[src/rtl/timekeeping_pkg.sv]
// Shared timekeeping definitions: field widths, field limits and the countdown state set.
// Used by both the time-of-day clock and the countdown timer so their outputs line up.
package timekeeping_pkg;

  localparam int HOURS_W = 5;
  localparam int MIN_W   = 6;
  localparam int SEC_W   = 6;

  localparam logic [HOURS_W-1:0] MAX_HOURS   = 5'd23;
  localparam logic [MIN_W-1:0]   MAX_MINUTES = 6'd59;
  localparam logic [SEC_W-1:0]   MAX_SECONDS = 6'd59;

  typedef enum logic [1:0] {
    IDLE    = 2'd0,
    RUN     = 2'd1,
    PAUSED  = 2'd2,
    EXPIRED = 2'd3
  } timer_state_t;

  function automatic logic timeInRange(
    input logic [HOURS_W-1:0] h,
    input logic [MIN_W-1:0]   m,
    input logic [SEC_W-1:0]   s
  );
    return (h <= MAX_HOURS) && (m <= MAX_MINUTES) && (s <= MAX_SECONDS);
  endfunction

endpackage

[src/rtl/countdown_prescaler.sv]
// Divides the system clock down to a one-second tick.
// Counts only while enabled and wraps on the tick; clear restarts the second from zero.
module countdown_prescaler #(
  parameter int CLKS_PER_SEC = 1
) (
  input  logic clk,
  input  logic reset,
  input  logic enable,
  input  logic clear,
  output logic tick
);

  localparam int CW = (CLKS_PER_SEC > 1) ? $clog2(CLKS_PER_SEC) : 1;
  localparam logic [CW-1:0] LAST = CW'(CLKS_PER_SEC - 1);

  logic [CW-1:0] r_count;

  assign tick = enable && (r_count == LAST);

  always_ff @(posedge clk or negedge reset) begin
    if (!reset) begin
      r_count <= '0;
    end else if (clear) begin
      r_count <= '0;
    end else if (tick) begin
      r_count <= '0;
    end else if (enable) begin
      r_count <= r_count + CW'(1);
    end
  end

endmodule

[src/rtl/countdown_timer_24hr.sv]
// Loadable hh:mm:ss countdown timer with run/pause control and expiry flagging.
// Strobes resolve as load > start > pause; every output comes straight from a register.
module countdown_timer_24hr
  import timekeeping_pkg::*;
#(
  parameter int CLKS_PER_SEC = 1
) (
  input  logic               clk,
  input  logic               reset,
  input  logic               load,
  input  logic [HOURS_W-1:0] load_hours,
  input  logic [MIN_W-1:0]   load_minutes,
  input  logic [SEC_W-1:0]   load_seconds,
  input  logic               start,
  input  logic               pause,
  output logic [HOURS_W-1:0] hours,
  output logic [MIN_W-1:0]   minutes,
  output logic [SEC_W-1:0]   seconds,
  output logic               running,
  output logic               done,
  output logic               expired,
  output logic               load_err
);

  timer_state_t       r_state;
  logic [HOURS_W-1:0] r_hours;
  logic [MIN_W-1:0]   r_minutes;
  logic [SEC_W-1:0]   r_seconds;
  logic               r_running;
  logic               r_done;
  logic               r_expired;
  logic               r_loadErr;

  logic               w_loadValid;
  logic               w_loadBad;
  logic               w_startEff;
  logic               w_pauseEff;
  logic               w_timeNonZero;
  logic               w_startOk;
  logic               w_countEnable;
  logic               w_prescaleClear;
  logic               w_tick;
  logic               w_hitZero;
  logic [HOURS_W-1:0] w_decHours;
  logic [MIN_W-1:0]   w_decMinutes;
  logic [SEC_W-1:0]   w_decSeconds;
  timer_state_t       w_nextState;
  logic [HOURS_W-1:0] w_nextHours;
  logic [MIN_W-1:0]   w_nextMinutes;
  logic [SEC_W-1:0]   w_nextSeconds;
  logic               w_nextDone;

  assign w_loadValid   = load && timeInRange(load_hours, load_minutes, load_seconds);
  assign w_loadBad     = load && !timeInRange(load_hours, load_minutes, load_seconds);
  assign w_startEff    = !load && start;
  assign w_pauseEff    = !load && !start && pause;
  assign w_timeNonZero = (r_hours != '0) || (r_minutes != '0) || (r_seconds != '0);
  assign w_startOk     = w_startEff && w_timeNonZero && ((r_state == IDLE) || (r_state == PAUSED));

  // A valid load or an accepted pause freezes the second in progress.
  assign w_countEnable   = (r_state == RUN) && !w_loadValid && !w_pauseEff;
  assign w_prescaleClear = w_loadValid || (w_startOk && (r_state == IDLE));

  countdown_prescaler #(
    .CLKS_PER_SEC(CLKS_PER_SEC)
  ) u_prescaler (
    .clk   (clk),
    .reset (reset),
    .enable(w_countEnable),
    .clear (w_prescaleClear),
    .tick  (w_tick)
  );

  // Borrow chain; hours cannot underflow since RUN is never entered at zero.
  always_comb begin
    w_decHours   = r_hours;
    w_decMinutes = r_minutes;
    w_decSeconds = r_seconds - SEC_W'(1);
    if (r_seconds == '0) begin
      w_decSeconds = MAX_SECONDS;
      if (r_minutes == '0) begin
        w_decMinutes = MAX_MINUTES;
        w_decHours   = r_hours - HOURS_W'(1);
      end else begin
        w_decMinutes = r_minutes - MIN_W'(1);
      end
    end
  end

  assign w_hitZero = (r_hours == '0) && (r_minutes == '0) && (r_seconds == SEC_W'(1));

  always_comb begin
    w_nextState   = r_state;
    w_nextHours   = r_hours;
    w_nextMinutes = r_minutes;
    w_nextSeconds = r_seconds;
    w_nextDone    = 1'b0;
    if (w_loadValid) begin
      w_nextState   = IDLE;
      w_nextHours   = load_hours;
      w_nextMinutes = load_minutes;
      w_nextSeconds = load_seconds;
    end else if (w_startOk) begin
      w_nextState = RUN;
    end else if (w_pauseEff && (r_state == RUN)) begin
      w_nextState = PAUSED;
    end else if (w_tick) begin
      w_nextHours   = w_decHours;
      w_nextMinutes = w_decMinutes;
      w_nextSeconds = w_decSeconds;
      if (w_hitZero) begin
        w_nextState = EXPIRED;
        w_nextDone  = 1'b1;
      end
    end
  end

  always_ff @(posedge clk or negedge reset) begin
    if (!reset) begin
      r_state   <= IDLE;
      r_hours   <= '0;
      r_minutes <= '0;
      r_seconds <= '0;
      r_running <= 1'b0;
      r_done    <= 1'b0;
      r_expired <= 1'b0;
      r_loadErr <= 1'b0;
    end else begin
      r_state   <= w_nextState;
      r_hours   <= w_nextHours;
      r_minutes <= w_nextMinutes;
      r_seconds <= w_nextSeconds;
      r_running <= (w_nextState == RUN);
      r_done    <= w_nextDone;
      r_expired <= (w_nextState == EXPIRED);
      r_loadErr <= w_loadBad;
    end
  end

  assign hours    = r_hours;
  assign minutes  = r_minutes;
  assign seconds  = r_seconds;
  assign running  = r_running;
  assign done     = r_done;
  assign expired  = r_expired;
  assign load_err = r_loadErr;

endmodule

[config.mk]
export PLATFORM = sky130hd
export DESIGN_NAME = countdown_timer_24hr
export DESIGN_NICKNAME = d
export VERILOG_FILES = /design/src/rtl/timekeeping_pkg.sv /design/src/rtl/countdown_prescaler.sv /design/src/rtl/countdown_timer_24hr.sv
export SDC_FILE = /design/constraint.sdc
export NUM_CORES = 1
export LEC_CHECK = 0
export ABC_AREA = 1
export BUFFER_PORTS_ARGS = -buffer_cell sky130_fd_sc_hd__buf_2
export CORE_MARGIN = 2
export CORE_UTILIZATION = 30
export CTS_CLUSTER_DIAMETER = 120
export CTS_CLUSTER_SIZE = 14
export DETAILED_ROUTE_END_ITERATION = 7
export SETUP_SLACK_MARGIN = 0.05
export SLEW_MARGIN = 20
export SYNTH_ARGS = -nofsm -noshare
export SYNTH_HDL_FRONTEND = slang
export SYNTH_HIERARCHICAL = 1
export SYNTH_SLANG_ARGS = --single-unit
[constraint.sdc]
create_clock -name clk -period 4.1 [get_ports clk]
set_input_delay 0.41 -clock clk [delete_from_list [all_inputs] [get_ports clk]]
set_output_delay 0.41 -clock clk [all_outputs]
set_load 0.02 [all_outputs]
======== After elaboration in Yosys (flattened, before gate mapping) ========
Index checks and enable logic that the tools add are counted.
word-level totals
  output and inout bits ................... 21
  bits in registers ....................... 24
  bits of input ports ..................... 22
  logic and storage cells ................. 93
cells by class
  muxes and demuxes ....................... 30
  reduce and logical (&&, ||, !) cells .... 39
  equality and inequality tests ........... 7
  bitwise gates (word level) .............. 1
  add/sub/neg operators ................... 4
  $lt $le $gt $ge ......................... 3
operators with widths
  operator                                               count
  two-way mux 6 bit                                      11
  two-way mux 5 bit                                      6
  logical AND 1 bit                                      16
  less-or-equal comparator 6 bit, second input constant  2
  logical NOT 6 bit                                      2
  nonzero test 6 bit                                     2
  subtractor 6 x 1 -> 6 bit, second input constant       2
  two-way mux 2 bit                                      5
  two-way mux 1 bit                                      8
  == test 6 x 1 -> 1 bit, second input constant          1
  nonzero test 2 bit                                     3
  less-or-equal comparator 5 bit, second input constant  1
  logical NOT 1 bit                                      5
  logical NOT 5 bit                                      1
  AND reduction 5 bit                                    1
  nonzero test 5 bit                                     1
  subtractor 5 x 1 -> 5 bit, second input constant       1
  == test 2 x 1 -> 1 bit, second input constant          2
  == test 2 bit, second input constant                   2
  logical OR 1 bit                                       4
  != test 2 bit, second input constant                   2
  AND reduction 4 bit                                    1
  AND reduction 3 bit                                    1
  nonzero test 3 bit                                     1
  other kinds (3)                                        3

======== Longest topological paths before layout ========
  depth after elaboration ................. 13
  gate-level depth with buffers ........... 17
  gate-level depth less buffers ........... 16

======== Cells and area by module ========
The synthesis kept the hierarchy.
by module, submodules not included
  module                area an instance (sq um)  sequential area each (sq um)  cells an instance  instances
  countdown_timer_24hr  1694.1                    575.6                         227                1
  countdown_prescaler   42.5                      25.0                          5                  1

======== Worst setup path before layout ========
OpenSTA, ideal clock, no wires.
  path type ............................... input to register
  from .................................... input port load_seconds[5]
  to ...................................... register r_hours[2], in the netlist hours[2]
  buffers on the path ..................... 1
  setup time .............................. 0.118 ns
  data arrival time ....................... 1.923 ns
  required time ........................... 3.982 ns
  setup slack ............................. 2.059 ns
  cell stages on the path ................. 12
  cell sequence ........................... nand4_1 nand3_2 buf_2 nand3_1 inv_1 inv_2 nor2_1 inv_1 o21ai_1 nand4_2 nand2_1 nand2_1
between the ends
  word-level cells in the longest chain between the ends .. 9
  elaborated cells on any way between the ends .. 14
  those cells by class .................... 1 x order compare; 2 x eq/ne; 1 x mux; 10 x reduce/logical
RTL lines
  what                             RTL line                     source
  from (decl)                      countdown_timer_24hr.sv:13   input logic [SEC_W-1:0] load_seconds,
  less-or-equal comparator 6 bit   timekeeping_pkg.sv:25        return (h <= MAX_HOURS) && (m <= MAX_MINUTES) && (s <= MAX_SECONDS);
  logical AND 1 bit                timekeeping_pkg.sv:25
  logical AND 1 bit                countdown_timer_24hr.sv:53   assign w_loadValid = load && timeInRange(load_hours, load_minutes, load_seconds);
  logical NOT 1 bit                countdown_timer_24hr.sv:61   assign w_countEnable = (r_state == RUN) && !w_loadValid && !w_pauseEff;
  logical AND 1 bit (2 in series)  countdown_timer_24hr.sv:61
  named net w_countEnable          countdown_timer_24hr.sv:40   logic w_countEnable;
  logical AND 1 bit                countdown_prescaler.sv:18    assign tick = enable && (r_count == LAST);
  named net w_tick                 countdown_timer_24hr.sv:42   logic w_tick;
  nonzero test 2 bit (no line)     -
  AND reduction 5 bit (no line)    -
  to (signal assigned)             countdown_timer_24hr.sv:130  r_hours <= w_nextHours;
  to (decl)                        countdown_timer_24hr.sv:26   logic [HOURS_W-1:0] r_hours;
The timed path passes the listed nets, and every way through them passes these cells.
A chain may end at the register's enable or synchronous reset.

======== Worst setup path in the final report ========
Ends and elaborated chain as after synthesis.

==> flow_summary.yaml <==
worst_setup_path:
  start_kind: "input port"
  cp-end-kind: "flip-flop"
  crit_path_max_fanout: 24
  crit_required_ps: 4260
  critPathKind: "in -> reg"
  arrival_ps: 2440
yosys:
  synth.top_cell.area_share: 0.346
  syn-cell-area_um2: 1740
  synth_ff_type: "dfrtp_1"
  synth_edf_count: 0
  yosysMostFrequentCell: "nand2_1"
  synthArstFlopShare: 1.00
  synth_area_leaders: "dfrtp_1, nand2_1, ha_1, inv_1, nand4_1"
  synth.yosys.seq_area_share: 0.346
  synth_area_per_cell_um2: 7.49
  synth-seq-cells: 24
  netlist_instances: 232
  synth_common_cells: "nand2_1, dfrtp_1, inv_1"
  syn_nets: 261
  synth_cell_types: 30
  yosysWarningCount: 6
  synth_top_area_cell: "dfrtp_1"
outcome:
  status: "complete, no violations"
die:
  ios: 43
  die_h_um: 80.1
  core_um2: 5540
  die_area_um2: 6410
  row_count: 27
  chipWidth_um: 80.1
  initial_core_util: 0.313
worst_hold_path:
  hold_path.class: "in -> async"
finish:
  nets: 304
  design_area_um2: 2060
  nFillCells: 606
  drive_gt1_frac: 0.255
  area_growth_pct: 18.8
  diodes: 0
sta:
  skew_ps: 4.55
  hold_viol: 0
  rsz0062_at_grt: "false"
  fmax_ghz: 0.439
  fin_crit_ps: 2280
  worst_pin_slew_ps: 547
  post-route-period-util: 0.555
  slew_violations: 0
  final.setup.tns_ps: 0
  relSlewSlack: 0.635
  setup_viol: 0
detailed_routing:
  routed_wirelength_um: 4180
  vias_per_cell: 4.69
  wl_per_cell_um: 12.1
  final_antenna_net_count: 0
  drc: 0
  drt_iter0_markers: 115
  drt_pre_antenna_iters: 4
  via_count: 1624
placed_design:
  dpl.hpwl_um: 3310
  port_buffers: 42
  placed_cell_area_um2: 2010
  place_congestion: 0.822
job:
  max_cap_viol_count: 0
cts:
  clk_latency_ps: 270
  cts_tree: "done"
  cts_hold_buf: 0
  cts-root-buf: "clkbuf_8"
  clk_pin_slew_ps: 90
  postCtsSetupBuffers: 0
  htreeDepth: 1
  cts_resized: 0
  numCtsBuffers: 3
  cts_sinks: 24
  clock_path_buffers: 2
grt:
  grt_max_degree: 25
  antenna_found_initial: 0
  gr-total-overflow: 0
  grt_pass1_wl_um: 7010
  grtUsageTotal: 0.140
  grt_pass1_vias: 1501
power_and_ir_drop:
  p_leak_nw: 1.10
  p_per_area_nw_per_um2: 650
  ir_drop_mv: 0.259
[metrics by stage]
step	utilization	hold WS (ps)	setup slack, ps	instances	power [mW]
2_1_floorplan	-	114	2060	232	0.987
3_3_place_gp	0.362	431	1720	342	1.19
3_5_place_dp	0.362	437	1600	342	1.19
4_1_cts	0.372	133	1880	346	1.36
5_1_grt	0.372	164	1590	346	1.48
6_report	0.372	121	1820	346	1.34
[power by group]
part	internal [mW]	switching [mW]
registers	0.320	0.0939
logic	0.279	0.489
clock network	0.0857	0.0749
total	0.684	0.657
[layout make-up]
type                    count  area, um^2  area share
multi-input cells         179        1010       0.489
well taps                  72        90.1      0.0437
repair buffers             42         210       0.102
flip-flops and latches     24         601       0.291
clock buffers               4        55.1      0.0267
inverters                  25        97.6      0.0473
[cells by family after synthesis]
kind of cell | count (synthesis) | share of synthesized area
compound gates | 21 | 0.0627
xor+xnor | 8 | 0.0403
fa+ha+maj | 7 | 0.0504
buf+inv | 29 | 0.0728
flops | 24 | 0.346
simple gates | 143 | 0.428
[layer usage]
metal  wire length (um)  GRT usage
met4                 52     0.0356
met2               1810      0.210
met5                  0          0
met3                329     0.0360
met1               1990      0.200
[worst max-delay path, stage by stage]
cell and delay (ps):
buf_2 100, nand4_1 280, nand3_2 440, nand3_1 120, inv_1 90, inv_2 40, nor2_1 150, inv_1 80
o21ai_1 360, nand4_2 210, nand2_1 100, nand2_1 50
[sequential cells by signal (all words and copies together) (netlist names)]
signal	cells
running	1
seconds	6
minutes	6
u_prescaler/r_count	1
done	1
expired	1
r_state	2
load_err	1
hours	5
[worst paths after layout]
check / startpoint / to / slack [ps] / cells past startpoint
hold reg to reg: hours[4]$_DFFE_PN0P_ / hours[4]$_DFFE_PN0P_ / 520 / 2
hold / removal: reset / minutes[4]$_DFFE_PN0P_ / 120 / 1
setup reg to reg: r_state[1]$_DFF_PN0_ / hours[2]$_DFFE_PN0P_ / 2280 / 10
max in group asynchronous: reset / seconds[4]$_DFFE_PN0P_ / 3620 / 1
min in group clk: load_minutes[0] / minutes[0]$_DFFE_PN0P_ / 440 / 5
setup / recovery: load_seconds[5] / hours[2]$_DFFE_PN0P_ / 1820 / 12
[cell usage in the layout, fill, tap and decap left out, drive strengths merged]
cell type / synthesis / routed
xor2: 6 / 6
inv: 23 / 23
dfrtp: 24 / 24
nand4: 14 / 14
nor2: 28 / 28
nand3: 14 / 14
o21ai: 19 / 19
xnor2: 2 / 2
buf: 4 / 42
a21oi: 2 / 2
nand2: 83 / 83
nor3: 4 / 4
clkbuf: 0 / 4
clkinv: 2 / 2
ha: 7 / 7
No activity file was read; power rests on OpenSTA's default activity.
